File: config.mk
export PLATFORM = sky130hd
export DESIGN_NAME = snake_dir_arbiter_flat
export DESIGN_NICKNAME = d
export VERILOG_FILES = /design/src/rtl/snake_dir_arbiter_pkg.sv /design/src/rtl/snake_dir_arbiter_if.sv /design/src/rtl/snake_dir_arbiter_dir_fifo2.sv /design/src/rtl/snake_dir_arbiter.sv /design/src/flat_wrapper.sv
export SDC_FILE = /design/constraint.sdc
export NUM_CORES = 1
export LEC_CHECK = 0
export ABC_CLOCK_PERIOD_IN_PS = 2950
export BUFFER_PORTS_ARGS = -buffer_cell sky130_fd_sc_hd__buf_4
export CORE_ASPECT_RATIO = 1.4
export CORE_UTILIZATION = 46
export DETAILED_ROUTE_END_ITERATION = 7
export HOLD_SLACK_MARGIN = 0.08
export PLACE_DENSITY = 0.69
export SYNTH_ARGS = -nofsm -noshare
export SYNTH_HDL_FRONTEND = slang
export SYNTH_SLANG_ARGS = --single-unit
File: constraint.sdc
create_clock -name vga_clk -period 2.95 [get_ports vga_clk]
set_input_delay 0.1475 -clock vga_clk [delete_from_list [all_inputs] [get_ports vga_clk]]
set_output_delay 0.1475 -clock vga_clk [all_outputs]
set_load 0.005 [all_outputs]
File: src/rtl/snake_dir_arbiter_pkg.sv
// Shared encodings for the snake direction arbiter: headings, game states, default IR codes.
package snake_dir_arbiter_pkg;

   typedef enum logic [1:0] {
      DIR_UP    = 2'b00,
      DIR_DOWN  = 2'b01,
      DIR_LEFT  = 2'b10,
      DIR_RIGHT = 2'b11
   } dir_t;

   typedef enum logic [1:0] {
      ST_IDLE  = 2'b00,
      ST_RUN   = 2'b01,
      ST_PAUSE = 2'b10,
      ST_OVER  = 2'b11
   } state_t;

   localparam logic [7:0] IR_UP_DEF    = 8'h18;
   localparam logic [7:0] IR_DOWN_DEF  = 8'h52;
   localparam logic [7:0] IR_LEFT_DEF  = 8'h08;
   localparam logic [7:0] IR_RIGHT_DEF = 8'h5A;
   localparam logic [7:0] IR_PAUSE_DEF = 8'h1C;

   // Up/down and left/right differ only in bit 0.
   function automatic dir_t dir_opposite(input dir_t d);
      return dir_t'({d[1], ~d[0]});
   endfunction

endpackage

File: src/rtl/snake_dir_arbiter_if.sv
// Input/output bundle between the key/remote front ends, the arbiter and the display.
interface snake_dir_arbiter_if;
   logic [3:0] key_flag;
   logic [3:0] key_value;
   logic       ir_data_en;
   logic [7:0] ir_data;
   logic       game_over;
   logic [1:0] dir;
   logic       step;
   logic [1:0] state;
   logic [1:0] q_level;

   modport master (
      output key_flag, key_value, ir_data_en, ir_data, game_over,
      input  dir, step, state, q_level
   );

   modport slave (
      input  key_flag, key_value, ir_data_en, ir_data, game_over,
      output dir, step, state, q_level
   );
endinterface

File: src/rtl/snake_dir_arbiter_dir_fifo2.sv
// Two-entry pending-turn FIFO (dir_fifo2); a same-cycle pop retires the head before the push lands.
module snake_dir_arbiter_dir_fifo2
   import snake_dir_arbiter_pkg::*;
(
   input  logic       i_clk,
   input  logic       i_rst,
   input  logic       i_clr,
   input  logic       i_push,
   input  dir_t       i_din,
   input  logic       i_pop,
   output dir_t       o_head,
   output dir_t       o_tail,
   output logic [1:0] o_level
);

   dir_t       r_mem [2];
   logic [1:0] r_lvl;
   logic [1:0] w_lvl_pop;

   assign w_lvl_pop = r_lvl - {1'b0, i_pop};
   assign o_head    = r_mem[0];
   assign o_tail    = (r_lvl == 2'd2) ? r_mem[1] : r_mem[0];
   assign o_level   = r_lvl;

   always_ff @(posedge i_clk) begin
      if (i_rst || i_clr) begin
         r_lvl    <= 2'd0;
         r_mem[0] <= DIR_RIGHT;
         r_mem[1] <= DIR_RIGHT;
      end else begin
         if (i_pop)
            r_mem[0] <= r_mem[1];
         // Push slot is the level after the pop, so a pop+push at level 1 rewrites slot 0.
         if (i_push)
            r_mem[w_lvl_pop[0]] <= i_din;
         r_lvl <= w_lvl_pop + {1'b0, i_push};
      end
   end

endmodule

File: src/rtl/snake_dir_arbiter.sv
// Merges key and IR direction requests, filters illegal turns, queues up to two
// turns and sequences the IDLE/RUN/PAUSE/OVER game states with the step tick.
module snake_dir_arbiter
   import snake_dir_arbiter_pkg::*;
#(
   parameter int         STEP_DIV = 2_500_000,
   parameter logic [7:0] IR_UP    = IR_UP_DEF,
   parameter logic [7:0] IR_DOWN  = IR_DOWN_DEF,
   parameter logic [7:0] IR_LEFT  = IR_LEFT_DEF,
   parameter logic [7:0] IR_RIGHT = IR_RIGHT_DEF,
   parameter logic [7:0] IR_PAUSE = IR_PAUSE_DEF
)(
   input  logic                vga_clk,
   input  logic                sys_rst,
   snake_dir_arbiter_if.slave  bus
);

   localparam int              CNT_W = $clog2(STEP_DIV);
   localparam logic [CNT_W-1:0] TERM = CNT_W'(STEP_DIV - 1);

   logic             r_ir_s1, r_ir_s2, r_ir_s3;
   logic [7:0]       r_ir_code;
   state_t           r_state, w_state_nxt;
   dir_t             r_dir;
   logic             r_step;
   logic [CNT_W-1:0] r_cnt;

   logic       w_ir_edge, w_ir_pause, w_ir_dir_vld;
   dir_t       w_ir_dir, w_key_dir, w_req_dir, w_ref;
   logic [3:0] w_press;
   logic       w_req_vld, w_tick, w_pop, w_push;
   logic       w_cnt_en, w_push_en, w_restart;
   dir_t       w_head, w_tail;
   logic [1:0] w_lvl, w_lvl_pop;

   // ir_data is still stable one cycle after the synchronized rise, so the code is latched then.
   always_ff @(posedge vga_clk) begin
      if (sys_rst) begin
         r_ir_s1   <= 1'b0;
         r_ir_s2   <= 1'b0;
         r_ir_s3   <= 1'b0;
         r_ir_code <= 8'h00;
      end else begin
         r_ir_s1 <= bus.ir_data_en;
         r_ir_s2 <= r_ir_s1;
         r_ir_s3 <= r_ir_s2;
         if (r_ir_s1 && !r_ir_s2)
            r_ir_code <= bus.ir_data;
      end
   end

   assign w_ir_edge = r_ir_s2 & ~r_ir_s3;

   always_comb begin
      w_ir_dir_vld = 1'b0;
      w_ir_dir     = DIR_RIGHT;
      w_ir_pause   = 1'b0;
      if (w_ir_edge) begin
         case (r_ir_code)
            IR_UP:    begin w_ir_dir_vld = 1'b1; w_ir_dir = DIR_UP;    end
            IR_DOWN:  begin w_ir_dir_vld = 1'b1; w_ir_dir = DIR_DOWN;  end
            IR_LEFT:  begin w_ir_dir_vld = 1'b1; w_ir_dir = DIR_LEFT;  end
            IR_RIGHT: begin w_ir_dir_vld = 1'b1; w_ir_dir = DIR_RIGHT; end
            IR_PAUSE: w_ir_pause = 1'b1;
            default:  ;
         endcase
      end
   end

   assign w_press = bus.key_flag & ~bus.key_value;

   always_comb begin
      w_key_dir = DIR_RIGHT;
      casez (w_press)
         4'b1???: w_key_dir = DIR_UP;
         4'b01??: w_key_dir = DIR_DOWN;
         4'b001?: w_key_dir = DIR_LEFT;
         default: w_key_dir = DIR_RIGHT;
      endcase
   end

   assign w_req_vld = (|w_press) | w_ir_dir_vld;
   assign w_req_dir = (|w_press) ? w_key_dir : w_ir_dir;

   assign w_tick    = w_cnt_en && (r_cnt == TERM);
   assign w_pop     = w_tick && (w_lvl != 2'd0);
   assign w_lvl_pop = w_lvl - {1'b0, w_pop};
   // Reference is the queue tail as it stands after this cycle's pop.
   assign w_ref     = (w_lvl_pop != 2'd0) ? w_tail : (w_pop ? w_head : r_dir);
   assign w_push    = w_push_en && w_req_vld && (w_lvl_pop != 2'd2) &&
                      (w_req_dir != w_ref) && (w_req_dir != dir_opposite(w_ref));

   always_ff @(posedge vga_clk) begin
      if (sys_rst) r_state <= ST_IDLE;
      else         r_state <= w_state_nxt;
   end

   always_comb begin
      w_state_nxt = r_state;
      case (r_state)
         ST_IDLE:  if (w_push || w_ir_pause) w_state_nxt = ST_RUN;
         ST_RUN:   if (bus.game_over)        w_state_nxt = ST_OVER;
                   else if (w_ir_pause)      w_state_nxt = ST_PAUSE;
         ST_PAUSE: if (bus.game_over)        w_state_nxt = ST_OVER;
                   else if (w_ir_pause)      w_state_nxt = ST_RUN;
         ST_OVER:  if (w_ir_pause)           w_state_nxt = ST_IDLE;
         default:                            w_state_nxt = ST_IDLE;
      endcase
   end

   always_comb begin
      w_cnt_en  = (r_state == ST_RUN);
      w_push_en = (r_state == ST_IDLE) || (r_state == ST_RUN);
      w_restart = (r_state == ST_OVER) && w_ir_pause;
   end

   always_ff @(posedge vga_clk) begin
      if (sys_rst) begin
         r_dir  <= DIR_RIGHT;
         r_step <= 1'b0;
         r_cnt  <= '0;
      end else begin
         r_step <= w_tick;
         if (w_restart) begin
            r_dir <= DIR_RIGHT;
            r_cnt <= '0;
         end else begin
            if (w_pop)
               r_dir <= w_head;
            if (w_cnt_en)
               r_cnt <= w_tick ? '0 : r_cnt + CNT_W'(1);
         end
      end
   end

   snake_dir_arbiter_dir_fifo2 u_fifo (
      .i_clk   (vga_clk),
      .i_rst   (sys_rst),
      .i_clr   (w_restart),
      .i_push  (w_push),
      .i_din   (w_req_dir),
      .i_pop   (w_pop),
      .o_head  (w_head),
      .o_tail  (w_tail),
      .o_level (w_lvl)
   );

   assign bus.dir     = r_dir;
   assign bus.step    = r_step;
   assign bus.state   = r_state;
   assign bus.q_level = w_lvl;

endmodule

File: src/flat_wrapper.sv
// flat-port wrapper written by rule: the top's interface ports become plain ports
module snake_dir_arbiter_flat import snake_dir_arbiter_pkg::*;
#(
   parameter int         STEP_DIV = 2_500_000,
   parameter logic [7:0] IR_UP    = IR_UP_DEF,
   parameter logic [7:0] IR_DOWN  = IR_DOWN_DEF,
   parameter logic [7:0] IR_LEFT  = IR_LEFT_DEF,
   parameter logic [7:0] IR_RIGHT = IR_RIGHT_DEF,
   parameter logic [7:0] IR_PAUSE = IR_PAUSE_DEF
)
  (vga_clk, sys_rst, bus_key_flag, bus_key_value, bus_ir_data_en, bus_ir_data, bus_game_over, bus_dir, bus_step, bus_state, bus_q_level);
  snake_dir_arbiter_if bus_i ();
  input  logic vga_clk;
  input  logic sys_rst;
  input wire logic [$bits(bus_i.key_flag)-1:0] bus_key_flag;
  input wire logic [$bits(bus_i.key_value)-1:0] bus_key_value;
  input wire logic [$bits(bus_i.ir_data_en)-1:0] bus_ir_data_en;
  input wire logic [$bits(bus_i.ir_data)-1:0] bus_ir_data;
  input wire logic [$bits(bus_i.game_over)-1:0] bus_game_over;
  output wire logic [$bits(bus_i.dir)-1:0] bus_dir;
  output wire logic [$bits(bus_i.step)-1:0] bus_step;
  output wire logic [$bits(bus_i.state)-1:0] bus_state;
  output wire logic [$bits(bus_i.q_level)-1:0] bus_q_level;
  assign bus_i.key_flag = bus_key_flag;
  assign bus_i.key_value = bus_key_value;
  assign bus_i.ir_data_en = bus_ir_data_en;
  assign bus_i.ir_data = bus_ir_data;
  assign bus_i.game_over = bus_game_over;
  assign bus_dir = bus_i.dir;
  assign bus_step = bus_i.step;
  assign bus_state = bus_i.state;
  assign bus_q_level = bus_i.q_level;
  snake_dir_arbiter #(.STEP_DIV(STEP_DIV), .IR_UP(IR_UP), .IR_DOWN(IR_DOWN), .IR_LEFT(IR_LEFT), .IR_RIGHT(IR_RIGHT), .IR_PAUSE(IR_PAUSE)) u_core (.vga_clk(vga_clk), .sys_rst(sys_rst), .bus(bus_i));
endmodule
==> results.md <==
- Status: finished with violations
- Failing checks: negative setup slack
- First-pass GRT wire length: roughly 8.0 mm
- Post-synth EDFFs: 4
- Synth cell count leaders: nor2_1 (44), dfxtp_1 (40), nand2_1 (19)
- Sequential Area: 925 um^2
- Filler Cell Count: 394
- Reg2reg path depth: 15
- Pint: between 1 and 1.5 mW
- Netlist Area Pre-Place: ~2200 um^2
- Critical path startpoint category: register
- Routed WL: ~4.6 mm
- HP Start: bus_ir_data[6]
- Routed length per instance: between 10 and 15 um
- VDD IR max: 268 uV
- FFs w/ async S/R, synth: 0
- Design Area, Final: about 2900 um^2
- Die Area: ~5000 um^2
- Drt first pass iters: 4
- Starting density of the core: 0.483
- Reg-to-reg startpoint: u_core.bus.state[1]$_SDFFE_PP0P_
- Compound-Gate Fraction of Synth Area: 0.0992
- CTS buffer count: 5
- Hold Path Sink: u_core.r_ir_code[6]$_SDFFE_PP0P_
- Yosys cell types: 45
- Largest net degree at the start of global routing: 21
- Gr usage total: 0.207
- Die width: 60.5 um
- GP Congestion: around 0.86
- Clk Latency, worst-skew pair: 0.30 ns
- Tcrit/Tclk final: 1.04
- Most numerous cell in the Yosys netlist: nor2_1
- FF-to-FF End: u_core.u_fifo.o_level[1]$_SDFF_PP0_
- Share of cells above drive strength 1: 0.261
- Initial antenna violation count: 0
- Flop pwr share: 0.475
- Multi-input logic area: between 1000 and 1500 um^2
- Avg Inst Size Synth: roughly 9 um^2
- Vias: around 1.9k
- Core box area: between 4000 and 5000 um^2
- I/O pins: 27
- Vias/cell: 5.07
- Top post-synthesis cells by area: dfxtp_1 (36%), nor2_1 (7.5%), xor2_1 (6.0%), mux2i_1 (5.9%), edfxtp_1 (5.4%)
- Dominant cell type by area after synthesis: dfxtp_1
- Slowest CP cell: mux2i_1
- Antenna-violating nets left: 0
- Final net count: 328
- Clk network pwr share: 0.338
- Sequential area share after synthesis: 0.417
- Min-Delay Path Class: in -> reg
- Clk_skew: 0.0112 ns
- Proportion of synthesized area in mux cells: 0.0590
- Hold path depth: 3
- Pre-CTS WS: -0.0778 ns
- Final hold violations: 0
- Die Y: ~84 um
- Clk sinks: 44
- Syn Nets: 269
- Gate power share: 0.187
- H-tree levels: 2
- Hold Slack: 0.0959 ns
- Top cell type's share of synthesized area: 0.363
- Site row count: 29
- Max-Cap Viols: 0
- Slew Limit Fails: 0
- Post-Synth XOR/XNOR Area: 0.0794
- Main combinational cell family by area after synthesis: simple AND/OR/NAND/NOR gates
- Pwr Density: 477 nW/um^2
- Worst setup margin: -0.124 ns
- P&R area growth vs syn: 29.6%
- Residual DRC: 0
- DRC marker count from the first detailed-route iteration: 42
- Slew @ Worst Pin: between 0.8 and 0.9 ns
- Worst Setup End Kind: register
- Port Buffers: 26
- Synth Area in Simple Gates: 0.304
- Switching Share: 0.263
- Clock Path Buffers: 2
- Internal reg-to-reg setup slack: -0.12 ns
- LEAKAGE: 1.13 nW
- Placed standard-cell area: 2610 um^2
- Setup violations, final: 1
- Gr ovfl total: 0
- Fin crit period: 3.07 ns
- RSZ-0062 raised after global routing: true
- Root Driver: clkbuf_8
- Final core occ: 0.626
- Reg clk slew, reported paths: 0.08 ns
- Synth Flop Type: dfxtp_1
- Vias in the first global route: 1777
- Worst EP arrival: 3.26 ns
- Slew HR: 0.412
- CP cell instances: and4b_1 -> nand4_1 -> nand4b_4 -> nor2_2 -> ha_1 -> and3b_1 -> a21oi_1 -> o2bb2ai_1 -> a211oi_2 -> mux2i_1 -> inv_1 -> ha_2 -> xor2_1 -> xnor2_1 -> nor2_1
- CP Class: reg -> reg
- Worst EP required: 3.14 ns
- CP peak stage delay: 0.38 ns
- Area share of fa/ha/maj cells after synthesis: 0.0170
- Peak Freq: ~330 MHz
- Register bit count reported by yosys: between 40 and 50
- NetSw: between 300 and 400 uW
- Max Fanout on Critical Path: 3
- Hpwl dp: between 3 and 4 mm
- Synth warn: 0
- CTS tree: yes
- N_diodes: 0
- Cells after synthesis: 246
[cells by family (layout without fill, tap and decap cells)]
| kind of cell | count (synthesis) | after routing |
|---|---|---|
| buffers and inverters | 13 | 73 |
| multiplexers | 13 | 13 |
| AO/OA/AOI/OAI | 30 | 30 |
| AND/OR/NAND/NOR | 123 | 123 |
| adder cells (fa/ha/maj) | 3 | 3 |
| flip-flops | 44 | 44 |
| XOR/XNOR | 20 | 20 |
[cells in the final DEF, fill, tap and decap left out, types with 2 or more instances in the layout]
cell	netlist	routed
buf_4	0	52
nor2_1	44	43
dfxtp_1	40	37
nand2_1	19	19
xor2_1	15	15
mux2i_1	13	13
nand3_1	12	12
nor2b_1	9	9
a21oi_1	9	9
o21ai_0	10	8
nand4_1	8	8
dlygate4sd3_1	0	8
nor3_1	6	6
clkbuf_8	0	6
inv_1	5	5
xnor2_1	5	5
edfxtp_1	4	4
nand2b_1	3	3
dfxtp_2	0	3
nor4bb_1	2	2
nor4_4	1	2
nand3b_1	2	2
a31o_2	2	2
o21ai_1	1	2
and2_1	2	2
and4_1	3	2
or3_1	2	2
ha_1	3	2
[flip-flops by register name (all words and copies together), names as in the netlist, 2 cells and up]
name,count
u_core.bus.dir,2
u_core.u_fifo.r_mem,4
u_core.u_fifo.o_level,2
u_core.bus.state,2
u_core.r_ir_code,8
u_core.r_cnt,22
[area by class of cell]
type | instances | area share
multi-input cells | 189 | 0.438
flip-flops and latches | 44 | 0.323
repair buffers | 60 | 0.164
clock buffers | 7 | 0.0376
well taps | 62 | 0.0271
inverters | 5 | 0.00656
clock inverters | 1 | 0.00306
[how the worst max path moves through the flow]
stage / start / endpoint / slack [ns] / cells past startpoint
detailed placement: u_core.r_cnt[7]$_SDFFE_PP0N_ / u_core.u_fifo.o_level[1]$_SDFF_PP0_ / -0.08 / 15
floorplan: u_core.bus.state[1]$_SDFFE_PP0P_ / u_core.u_fifo.o_level[1]$_SDFF_PP0_ / -0.16 / 16
finish: u_core.bus.state[1]$_SDFFE_PP0P_ / u_core.u_fifo.o_level[1]$_SDFF_PP0_ / -0.12 / 15
CTS: u_core.bus.state[1]$_SDFFE_PP0P_ / u_core.u_fifo.o_level[1]$_SDFF_PP0_ / -0.06 / 15
global placement: u_core.r_cnt[7]$_SDFFE_PP0N_ / u_core.u_fifo.o_level[1]$_SDFF_PP0_ / 0.08 / 15
global route: u_core.r_cnt[5]$_SDFFE_PP0N_ / u_core.u_fifo.o_level[1]$_SDFF_PP0_ / -0.34 / 15
[stage by stage]
step / total power [mW] / std cells / setup TNS [ns]
2_1_floorplan: 0.798 / 246 / -0.189
3_3_place_gp: 0.885 / 347 / 0
3_5_place_dp: 0.888 / 347 / -0.0778
4_1_cts: 1.36 / 364 / -0.0558
5_1_grt: 1.44 / 368 / -1.12
6_report: 1.36 / 368 / -0.124
[per-layer routing]
layer / routed length, um / global-route usage
met1: 2030 / 0.247
met2: 2330 / 0.340
met3: 149 / 0.0512
met4: 123 / 0.0930
met5: 0 / 0
[what timing repair did]
action,CTS,global route
setup endpoints to repair,1,7
gates resized for setup,3,6
gates cloned,0,0
hold buffers,8,0
buffers inserted,1,4
hold endpoints to repair,8,0
pin swaps,0,2
[power groups by stage]
| stage | Sequential [mW] | Clock (mW) | Combinational (mW) |
|---|---|---|---|
| CTS | 0.648 | 0.474 | 0.240 |
| detailed placement | 0.662 | 0 | 0.225 |
| global placement | 0.661 | 0 | 0.223 |
| floorplan | 0.658 | 0 | 0.141 |
| finish | 0.648 | 0.461 | 0.255 |
| global route | 0.652 | 0.500 | 0.283 |
[worst max-delay path, delay by kind of cell, from the launching register on]
kind                     cells  cell delay, ns
buffers and inverters        1            0.13
flip-flops                   1            0.33
adder cells (fa/ha/maj)      2            0.44
AO/OA/AOI/OAI                3            0.41
multiplexers                 1            0.38
XOR/XNOR                     2            0.29
AND/OR/NAND/NOR              6            0.98
No activity file was read; power rests on OpenSTA's default activity.
